===== src/rtl/entrada_io_responder_if.sv =====
`default_nettype none
// ---------------------------------------------------------------------------
// entrada_io_responder_if : CPU-side IN handshake (request, data, release)
// Rev 1.0
// ---------------------------------------------------------------------------
interface entrada_io_responder_if;
  logic        pedidoIN;
  logic [31:0] dadoLido;
  logic        dadoValido;
  logic        liberaParada;

  modport master (
    output pedidoIN,
    input  dadoLido,
    input  dadoValido,
    input  liberaParada
  );

  modport slave (
    input  pedidoIN,
    output dadoLido,
    output dadoValido,
    output liberaParada
  );
endinterface
`default_nettype wire


===== src/rtl/entrada_io_responder.sv =====
`default_nettype none
// ---------------------------------------------------------------------------
// entrada_io_responder : debounces the board button and answers a CPU IN
//                        request with the latched 4-bit switch value
// Rev 1.0
// ---------------------------------------------------------------------------
module entrada_io_responder #(
  parameter int DEB_CNT = 50000,
  parameter int CNT_W   = 16
) (
  input  logic                  clock,
  input  logic                  reset,
  input  logic                  botaoPlaca,
  input  logic [3:0]            entradaDeDados,
  entrada_io_responder_if.slave cpu,
  output logic                  aguardando,
  output logic                  botaoLimpo
);

  typedef enum logic [2:0] {
    OCIOSO       = 3'd0,
    ESPERA_SOLTO = 3'd1,
    ESPERA_PRESS = 3'd2,
    CAPTURA      = 3'd3,
    ENTREGA      = 3'd4
  } state_t;

  state_t           state_q, state_d;
  logic             s1_q, s2_q;
  logic             limpo_q, limpo_d;
  logic             limpo_dly_q;
  logic             press_q;
  logic [CNT_W-1:0] cnt_q, cnt_d;
  logic [31:0]      dado_q, dado_d;

  // The debounced level only flips after DEB_CNT consecutive differing samples.
  always_comb begin
    limpo_d = limpo_q;
    cnt_d   = '0;
    if (s2_q != limpo_q) begin
      if (cnt_q == CNT_W'(DEB_CNT - 1)) begin
        limpo_d = s2_q;
      end else begin
        cnt_d = cnt_q + CNT_W'(1);
      end
    end
  end

  always_ff @(posedge clock or negedge reset) begin
    if (!reset) begin
      s1_q        <= 1'b0;
      s2_q        <= 1'b0;
      limpo_q     <= 1'b0;
      limpo_dly_q <= 1'b0;
      press_q     <= 1'b0;
      cnt_q       <= '0;
      dado_q      <= '0;
      state_q     <= OCIOSO;
    end else begin
      s1_q        <= botaoPlaca;
      s2_q        <= s1_q;
      limpo_q     <= limpo_d;
      limpo_dly_q <= limpo_q;
      press_q     <= limpo_q & ~limpo_dly_q;
      cnt_q       <= cnt_d;
      dado_q      <= dado_d;
      state_q     <= state_d;
    end
  end

  // Abort checks come first so a falling request beats a coincident press.
  always_comb begin
    state_d          = state_q;
    dado_d           = dado_q;
    aguardando       = 1'b0;
    cpu.liberaParada = 1'b0;
    cpu.dadoValido   = 1'b0;
    case (state_q)
      OCIOSO: begin
        if (cpu.pedidoIN) state_d = ESPERA_SOLTO;
      end
      ESPERA_SOLTO: begin
        aguardando = 1'b1;
        if (!cpu.pedidoIN)     state_d = OCIOSO;
        else if (!limpo_q)     state_d = ESPERA_PRESS;
      end
      ESPERA_PRESS: begin
        aguardando = 1'b1;
        if (!cpu.pedidoIN)     state_d = OCIOSO;
        else if (press_q)      state_d = CAPTURA;
      end
      CAPTURA: begin
        cpu.liberaParada = 1'b1;
        dado_d           = {28'b0, entradaDeDados};
        state_d          = ENTREGA;
      end
      ENTREGA: begin
        cpu.dadoValido = 1'b1;
        if (!cpu.pedidoIN) state_d = OCIOSO;
      end
      default: state_d = OCIOSO;
    endcase
  end

  assign cpu.dadoLido = dado_q;
  assign botaoLimpo   = limpo_q;

endmodule
`default_nettype wire


===== src/flat_wrapper.sv =====
// flat-port wrapper written by rule: the top's interface ports become plain ports
module entrada_io_responder_flat 
#(
  parameter int DEB_CNT = 50000,
  parameter int CNT_W   = 16
)
  (clock, reset, botaoPlaca, entradaDeDados, aguardando, botaoLimpo, cpu_pedidoIN, cpu_dadoLido, cpu_dadoValido, cpu_liberaParada);
  entrada_io_responder_if cpu_i ();
  input  logic clock;
  input  logic reset;
  input  logic botaoPlaca;
  input  logic [3:0] entradaDeDados;
  output logic aguardando;
  output logic botaoLimpo;
  input wire logic [$bits(cpu_i.pedidoIN)-1:0] cpu_pedidoIN;
  output wire logic [$bits(cpu_i.dadoLido)-1:0] cpu_dadoLido;
  output wire logic [$bits(cpu_i.dadoValido)-1:0] cpu_dadoValido;
  output wire logic [$bits(cpu_i.liberaParada)-1:0] cpu_liberaParada;
  assign cpu_i.pedidoIN = cpu_pedidoIN;
  assign cpu_dadoLido = cpu_i.dadoLido;
  assign cpu_dadoValido = cpu_i.dadoValido;
  assign cpu_liberaParada = cpu_i.liberaParada;
  entrada_io_responder #(.DEB_CNT(DEB_CNT), .CNT_W(CNT_W)) u_core (.clock(clock), .reset(reset), .botaoPlaca(botaoPlaca), .entradaDeDados(entradaDeDados), .cpu(cpu_i), .aguardando(aguardando), .botaoLimpo(botaoLimpo));
endmodule

===== config.mk =====
export PLATFORM = sky130hd
export DESIGN_NAME = entrada_io_responder_flat
export DESIGN_NICKNAME = d
export VERILOG_FILES = /design/src/rtl/entrada_io_responder_if.sv /design/src/rtl/entrada_io_responder.sv /design/src/flat_wrapper.sv
export SDC_FILE = /design/constraint.sdc
export NUM_CORES = 1
export LEC_CHECK = 0
export ABC_AREA = 0
export CAP_MARGIN = 20
export CELL_PAD_IN_SITES_DETAIL_PLACEMENT = 2
export CELL_PAD_IN_SITES_GLOBAL_PLACEMENT = 2
export CORE_ASPECT_RATIO = 1.25
export CORE_MARGIN = 1
export CORE_UTILIZATION = 27
export CTS_CLUSTER_SIZE = 8
export DETAILED_ROUTE_END_ITERATION = 10
export HOLD_SLACK_MARGIN = 0.05
export PLACE_DENSITY = 0.85
export SLEW_MARGIN = 20
export SYNTH_ARGS = -nofsm -noshare
export SYNTH_HDL_FRONTEND = slang
export SYNTH_SLANG_ARGS = --single-unit

===== constraint.sdc =====
create_clock -name clock -period 1.39 [get_ports clock]
set_input_delay 0.278 -clock clock [delete_from_list [all_inputs] [get_ports clock]]
set_output_delay 0.278 -clock clock [all_outputs]
set_load 0.005 [all_outputs]

* Word-level counts from Yosys, hierarchy flattened
Cells that the tools add are included. W data, S select, Z words.
Storage, ports and cells: word-level logic and storage cells 37, output and inout port bits 36, register bits 28, input bits 8
Operators by class: equality and inequality tests 10, multiplexer cells 12, bitwise gates (word level) 2, add/sub/neg operators 1, reduce and logical (&&, ||, !) cells 4
Operator list (number):
- $mux W16 | 2
- $mux W3 | 6
- $add A16 B1 Y16 const B | 1
- $eq A16 B16 Y1 const B | 1
- $pmux W3 S5 | 1
- $eq A3 B2 Y1 const B | 2
- $ne A2 B2 Y1 const B | 2
- $reduce_and A4 Y1 | 1
- $eq A3 B1 Y1 const B | 1
- $eq A3 B3 Y1 const B | 1
- $logic_not A3 Y1 | 1
- $mux W1 | 3
- $ne A3 B2 Y1 const B | 1
- $ne A3 B3 Y1 const B | 1
- $reduce_and A2 Y1 | 1
- $reduce_or A2 Y1 | 1
- $and A1 B1 Y1 | 1
- $ne A1 B1 Y1 | 1
- $not A1 Y1 | 1

* Logic depth before layout (Yosys ltp)
Gate-level depths: netlist of the first run.
depth in word-level cells 3, gate-level depth with buffers 6, mapped depth without buffers 5

* Worst setup path before layout of the first run
No wires, ideal clock.
kind register to register, from register u_core.cnt_q[0], to register u_core.limpo_q (netlist: u_core.botaoLimpo), arrival time 1302 ps, data required time 1262 ps, slack -40 ps, buffers on the path 0, period minus slack after synthesis 1430 ps, cell stages (with the launch flop) 5, setup time 128 ps, path through dfrtp_1 -> ha_1 -> and3_2 -> nand4_1 -> mux2_1
On the way: cells in the longest elaborated chain, start to end 2
RTL lines:
- start: declaration | line entrada_io_responder.sv:33 | logic [CNT_W-1:0] cnt_q, cnt_d;
- start signal: assignment | line entrada_io_responder.sv:65 | cnt_q <= cnt_d;
- $eq A16 B16 Y1 | line entrada_io_responder.sv:41 | if (cnt_q == CNT_W'(DEB_CNT - 1)) begin
- $reduce_and A2 Y1 (no source line)
- end signal: assignment | line entrada_io_responder.sv:62 | limpo_q <= limpo_d;
- end: declaration | line entrada_io_responder.sv:30 | logic limpo_q, limpo_d;
Every way passes these cells. A chain may end at the register's enable or synchronous reset.

* Worst setup path after layout of the first run
from register u_core.state_q[0], to output aguardando
On the way: cells in the longest elaborated chain, start to end 3, elaborated cells between the ends (all ways) 4, those cells by class eq/ne (2); mux (1); reduce/logical (1)
RTL lines:
- start: declaration | line entrada_io_responder.sv:28 | state_t state_q, state_d;
- start signal: assignment | line entrada_io_responder.sv:67 | state_q <= state_d;
- $eq A3 B1 Y1 or $eq A3 B2 Y1 (tied branches) | line entrada_io_responder.sv:78 | case (state_q)
- $reduce_or A2 Y1 (no source line) *
- $mux W1 * | line entrada_io_responder.sv:78
- end: declaration | line flat_wrapper.sv:13 | output logic aguardando;
Mark *: on every way between the ends. The rest lies on a longest branch, timed or not.

==> metrics, run 1 <==
status finished with violations; violated checks negative setup slack; commonest non-fill, non-tap cells in the layout conb_1 (28), dfrtp_1 (26), buf_4 (23); Total GRT Usage 13.0%; first-pass GRT wire length between 6 and 7 mm; Fill cells between 500 and 600; Yosys reg bits 28; Area Growth Syn to Fin 31.2%; gpl congestion roughly 0.71; worst skew pair latency 0.27 ns; most common cell after layout, fill and taps aside conb_1; n_diodes 0; die width around 70 µm; power per cell area ~940 mW/mm²; DRT Wirelength about 3.7 mm; Layout Cells excl Fill 251; final net count approximately 200; Yosys warnings 0; CTS Sinks 28; Final Max Slew Viols 0; Root Driver clkbuf_8; Max Root-Sink Buffers 2; fin crit period 1.45 ns; Vias/cell roughly 4.3; hold_buf cts 0; initial antenna violation count 0; Antenna Violating Nets Remaining 0; DP Area around 0.0019 mm²; final worst path period share 104%; Clock Pin Slew Worst Setup and Hold Paths approximately 0.10 ns; kind of critical path reg -> out; Hold Vio Cnt, Final 0; Req. time, crit path between 1 and 1.5 ns; critical path's slowest cell dfrtp_2; H-Tree Depth 1; worst-path fanout max 3; vias in the first global route 1221; Power Total slightly below 2 mW; Hold WC Path Type in -> async; CTS tree done; Syn Inst Count ~140; core area ~0.0055 mm²; Post-route DRC 0; fmax 0.692 GHz; RSZ-0062 raised after global routing yes; Peak VDD IR between 0.3 and 0.4 mV; Die Span Y a little under 90 µm; Setup Skew 0.00601 ns; Crit. End Element primary output; FF/Latch Area about 700 µm²; Setup Viol. Count Final 18; via count of the routed design between 1000 and 1500; Die Area around 0.0061 mm²; post-route cell area 0.00205 mm²; Initial Util approximately 28%; post-DP HPWL 2.59 mm; num rows 30; Avg Synthesized Cell Area ~11 µm²; layout cells sized above 1 between 30% and 40%; Multi-input gate area approximately 800 µm²; Synth Cell Area ~0.0016 mm²; Inst Count DP ~240; PortBufs 15; total gr overflow 0; leakage a little under 1 nW; Seq/Total Area, Yosys between 40% and 50%; Slowest Stage Delay on Critical Path roughly 0.42 ns; CP Launch Type flip-flop; critical-path cell list buf_6 > nand2b_4 > a21oi_2 > buf_2; Reg2Reg Setup Slack -0.04 ns; Iter 0 DRT Violations 30; Avg WL per Cell around 15 µm; Detailed Routing Iterations Pass 1 3; CTS buffer count 3; number of max-cap violations 0; I/O Pins between 40 and 50; Critical Path AT 1.17 ns; Setup WS post-layout -0.0557 ns; largest net degree at the start of global routing 29; sum of negative setup slack -0.373 ns; Distinct cells, synth 32
==> stage by stage <==
step	worst slack, ns	hold slack, ns	utilization [%]
2_1_floorplan	-0.0160	-0.0176	-
5_1_grt	-0.138	0.370	37.2
3_5_place_dp	-0.152	0.338	33.7
6_report	-0.0557	0.359	37.2
4_1_cts	-0.0532	0.360	36.7
3_3_place_gp	-0.128	0.333	33.7
==> logic make-up (layout without fill, tap and decap cells) <==
group	Yosys count	after routing	synth area share [%]
compound gates	4	4	1.28
xor+xnor	15	15	8.40
fa+ha+maj	1	1	0.800
buf+inv	35	54	15.8
flops	28	28	44.8
mux	5	5	3.60
other cells	1	28	0.240
simple gates	52	52	25.0
==> metal layers <==
metal | global-route usage [%] | vias to the layer above | wire [µm]
met5 | 0 | - | 0
met4 | 4.36 | 0 | 25
met3 | 1.85 | 2 | 134
met2 | 27.0 | 30 | 2230
met1 | 13.0 | 553 | 1280
li1 | - | 506 | -
==> power breakdown <==
part,leakage (nW),switching [mW],internal [mW],total (mW)
Combinational,0.569,0.217,0.312,0.529
Clock,0.0216,0.245,0.194,0.439
Sequential,0.370,0.0538,0.905,0.958
==> cell type report <==
class / instances / share of cell area (%)
Clock buffer: 3 / 2.01
Multi-Input combinational cell: 105 / 39.2
Timing Repair Buffer: 45 / 19.4
Inverter: 6 / 1.22
Tap cell: 64 / 3.90
Sequential cell: 28 / 34.3
==> cells in the mapped netlist (all sizes together) <==
library cell  number  area share (%)
a21oi              3            0.96
and3               2            0.88
and3b              1            0.56
and4b              1            0.64
buf               29              14
conb               1            0.24
dfrtp             28              45
ha                 1            0.80
inv                6             1.4
mux2               5             3.6
nand2              6             1.6
nand2b             1            0.40
nand3              6             3.5
nand3b             1            0.48
nand4              4             2.0
nor2              17             5.8
nor2b              1            0.40
nor3               3            0.96
nor3b              2            0.96
nor4               5             5.7
nor4b              2             1.1
o21ai              1            0.32
xnor2             12             6.7
xor2               3             1.7
==> worst max-delay path: cells and delay by family (launching register included) <==
| family | cells | cell delay (ns) |
|---|---|---|
| AO/OA/AOI/OAI | 1 | 0.10 |
| AND/OR/NAND/NOR | 1 | 0.13 |
| flip-flops | 1 | 0.42 |
| buffers and inverters | 2 | 0.24 |
==> registers in the layout (all words and copies together), names as in the netlist <==
| register | cells |
|---|---|
| u_core.state_q | 3 |
| u_core.botaoLimpo | 1 |
| u_core.limpo_dly_q | 1 |
| u_core.s1_q | 1 |
| u_core.cpu.dadoLido | 4 |
| u_core.press_q | 1 |
| u_core.s2_q | 1 |
| u_core.cnt_q | 16 |
==> path summary, 6_finish.rpt <==
path                                               start                       endpoint  cells past startpoint
max                        u_core.state_q[0]$_DFFE_PN0P_                     aguardando                      4
min                                                reset  u_core.state_q[2]$_DFFE_PN0P_                      2
max reg2reg                    u_core.cnt_q[1]$_DFF_PN0_      u_core.cnt_q[5]$_DFF_PN0_                      6
min reg2reg                        u_core.s1_q$_DFF_PN0_          u_core.s2_q$_DFF_PN0_                      0
max in group asynchronous                          reset  u_core.state_q[0]$_DFFE_PN0P_                      2
min in group clock                 u_core.s1_q$_DFF_PN0_          u_core.s2_q$_DFF_PN0_                      0
==> timing repair <==
action / CTS / global route
pin swaps: 5 / 1
gates resized for setup: 34 / 4
buffers inserted: 9 / 1
endpoints found under the setup margin: 24 / 19
(Power assumes the default switching activity.)
==> inputs of run 2 (changes only) <==
--- a/config.mk
+++ b/config.mk
@@ -13,4 +13,5 @@
 export CORE_MARGIN = 1
 export CORE_UTILIZATION = 27
+export CTS_CLUSTER_DIAMETER = 60
 export CTS_CLUSTER_SIZE = 8
 export DETAILED_ROUTE_END_ITERATION = 10
==> constraint.sdc (replaced) <==
create_clock -name clock -period 1.39 [get_ports clock]
set_input_delay 0.2085 -clock clock [delete_from_list [all_inputs] [get_ports clock]]
set_output_delay 0.2085 -clock clock [all_outputs]
set_load 0.005 [all_outputs]
==> metrics, run 2 (synthesized netlist as in run 1, its figures left out) <==
num rows 30 (unchanged); post-DP HPWL 2.47 mm (-4.9%); Area Growth Syn to Fin 44.7%; leakage 1.03 nW (+6.8%); Initial Util 28.3% (unchanged); Crit. End Element flip-flop; Psw 556 µW (+7.9%); worst-path fanout max 3 (unchanged); gpl congestion 0.726 (+2.2%); Die Area 0.00610 mm² (unchanged); I/O Pins 44 (unchanged); sequential share of power 46.5% (-3.2 points); Fill cells 586 (-0.51%); kind of critical path reg -> reg; Most flops, register u_core.cnt_q; core area 0.00552 mm² (unchanged); RSZ-0062 raised after global routing yes; fin crit period 1.57 ns (+0.125 ns); via count of the routed design 1146 (+5.0%); Max Root-Sink Buffers 2 (unchanged); pre-CTS WS -0.101 ns (+0.0511 ns); final core area utilization 41.0% (+3.8 points); Inst Count DP 236 (-0.84%); Hold WC Path Type in -> async; worst skew pair latency 0.29 ns (+0.02 ns); final net count 206 (+4.0%); Iter 0 DRT Violations 39 (+30%); post-route cell area 0.00226 mm² (+10%); Root Driver clkbuf_8; n_diodes 0 (unchanged); Clk pwr share 25.7% (+2.9 points); DP Area 0.00184 mm² (-0.81%); fmax 0.637 GHz (-8.0%); CTS tree done; H-Tree Depth 1 (unchanged); total gr overflow 0 (unchanged); die width 70.1 µm (unchanged); PortBufs 15 (unchanged); first-pass GRT wire length 6.60 mm (+7.4%); Req. time, crit path 1.56 ns (+0.45 ns); violated checks negative setup slack; Hold Vio Cnt, Final 0 (unchanged); Setup WS post-layout -0.181 ns (-0.125 ns); CTS Sinks 28 (unchanged); largest net degree at the start of global routing 29 (unchanged); Setup Viol. Count Final 18 (unchanged); initial antenna violation count 0 (unchanged); Post-route DRC 0 (unchanged); Vias/cell 4.41 (+1.4%); Setup Skew 0.00417 ns (-0.00184 ns); Power Total 2.05 mW (+6.4%); Layout Cells excl Fill 260 (+3.6%); number of max-cap violations 0 (unchanged); Total GRT Usage 14.1% (+1.1 points); power per cell area 906 mW/mm² (-3.5%); WP buf/inv 1 (-1); Clock Pin Slew Worst Setup and Hold Paths 0.10 ns (about the same); Detailed Routing Iterations Pass 1 4 (+1); Slowest Stage Delay on Critical Path 0.44 ns (+0.02 ns); Gate power share 27.8% (+0.3 points); CTS buffer count 3 (unchanged); Critical Path AT 1.74 ns (+0.57 ns); CP Launch Type flip-flop; layout cells sized above 1 48.0% (+9.5 points); Final Max Slew Viols 0 (unchanged); critical-path cell list ha_4 > and3_4 > buf_4 > nand3_1 > xor2_1 > nor2_4; cell family with the largest share of critical-path delay flip-flops; status finished with violations; Antenna Violating Nets Remaining 0 (unchanged); Avg WL per Cell 17.6 µm (+20%); max reg flops 16 (unchanged); vias in the first global route 1258 (+3.0%); DRT Wirelength 4.57 mm (+24%); Die Span Y 87.1 µm (unchanged); Peak VDD IR 0.414 mV (+37%); Sw Ratio 27.1% (+0.37 points); commonest non-fill, non-tap cells in the layout conb_1 (28), buf_4 (28), dfrtp_1 (25); critical path's slowest cell dfrtp_1; Internal 1.49 mW (+5.9%); final worst path period share 113% (+9.0 points)
[run 2: cell count changes in the layout (fill, tap and decap cells not counted), moves of 2 or more]
cell	delta
clkdlybuf4s50_1	+4
nand3_2	+2
buf_4	+5
dlygate4sd2_1	-5
nor2_4	+11
nor2_1	-5
nor2_2	-6
xnor2_2	+4
xnor2_1	-4
[run 2: metal layers]
layer  share of wire, %  wire length (µm)  global-route usage (%)  vias up
met1                 37              1680                    15.7      572
met2                 57              2590                    28.1       41
met3                4.1               186                    1.62        9
met5                  0                 0                       0        -
met4                2.5               112                    3.82        0
li1                   -                 -                       -      524
[run 2: stage by stage]
step / hold slack (ns) / TNS [ns]
after CTS: 0.286 / -1.46
final: 0.279 / -1.58
after floorplan: -0.0871 / -0.159
after global placement: 0.334 / -0.139
after detailed placement: 0.339 / -1.44
after global routing: 0.276 / -3.06
[run 2: power by group through the flow]
| stage | clock network (mW) | logic, mW | registers, mW |
|---|---|---|---|
| after floorplan | 0 | 0.214 | 0.976 |
| after global placement | 0 | 0.401 | 0.971 |
| after detailed placement | 0 | 0.430 | 0.980 |
| after CTS | 0.539 | 0.524 | 0.961 |
| after global routing | 0.581 | 0.623 | 0.969 |
| final | 0.526 | 0.571 | 0.954 |
[run 2: final cells by class]
class | instances | area [µm²] | area share, %
Clock buffer | 4 | 55.1 | 2.43
Inverter | 6 | 22.5 | 0.995
Multi-Input combinational cell | 106 | 921 | 40.7
Tap cell | 64 | 80.1 | 3.54
Timing Repair Buffer | 52 | 480 | 21.2
Sequential cell | 28 | 704 | 31.1
[run 2: worst register-to-register path, delay by kind of cell (launching register included)]
kind | cells | cell delay, ns
flip-flops | 1 | 0.44
AND/OR/NAND/NOR | 3 | 0.34
XOR/XNOR | 1 | 0.34
adder cells (fa/ha/maj) | 1 | 0.19
buffers and inverters | 1 | 0.14
[run 2: path summary, 6_finish.rpt]
check	start	to	slack (ns)	cells past startpoint
max	u_core.cnt_q[1]$_DFF_PN0_	u_core.cnt_q[6]$_DFF_PN0_	-0.18	6
min	reset	u_core.state_q[1]$_DFFE_PN0P_	0.28	2
max reg2reg	u_core.cnt_q[1]$_DFF_PN0_	u_core.cnt_q[6]$_DFF_PN0_	-0.18	6
min reg2reg	u_core.s1_q$_DFF_PN0_	u_core.s2_q$_DFF_PN0_	0.36	0
max in group asynchronous	reset	u_core.cnt_q[6]$_DFF_PN0_	0.94	2
min in group clock	botaoPlaca	u_core.s1_q$_DFF_PN0_	0.35	1
[run 2: repair_timing]
item,in CTS,in global routing
cloned,2,0
endpoints found under the setup margin,20,21
hold buffers,0,0
buffers inserted,13,5
pin swaps,16,7
gates resized for setup,36,22
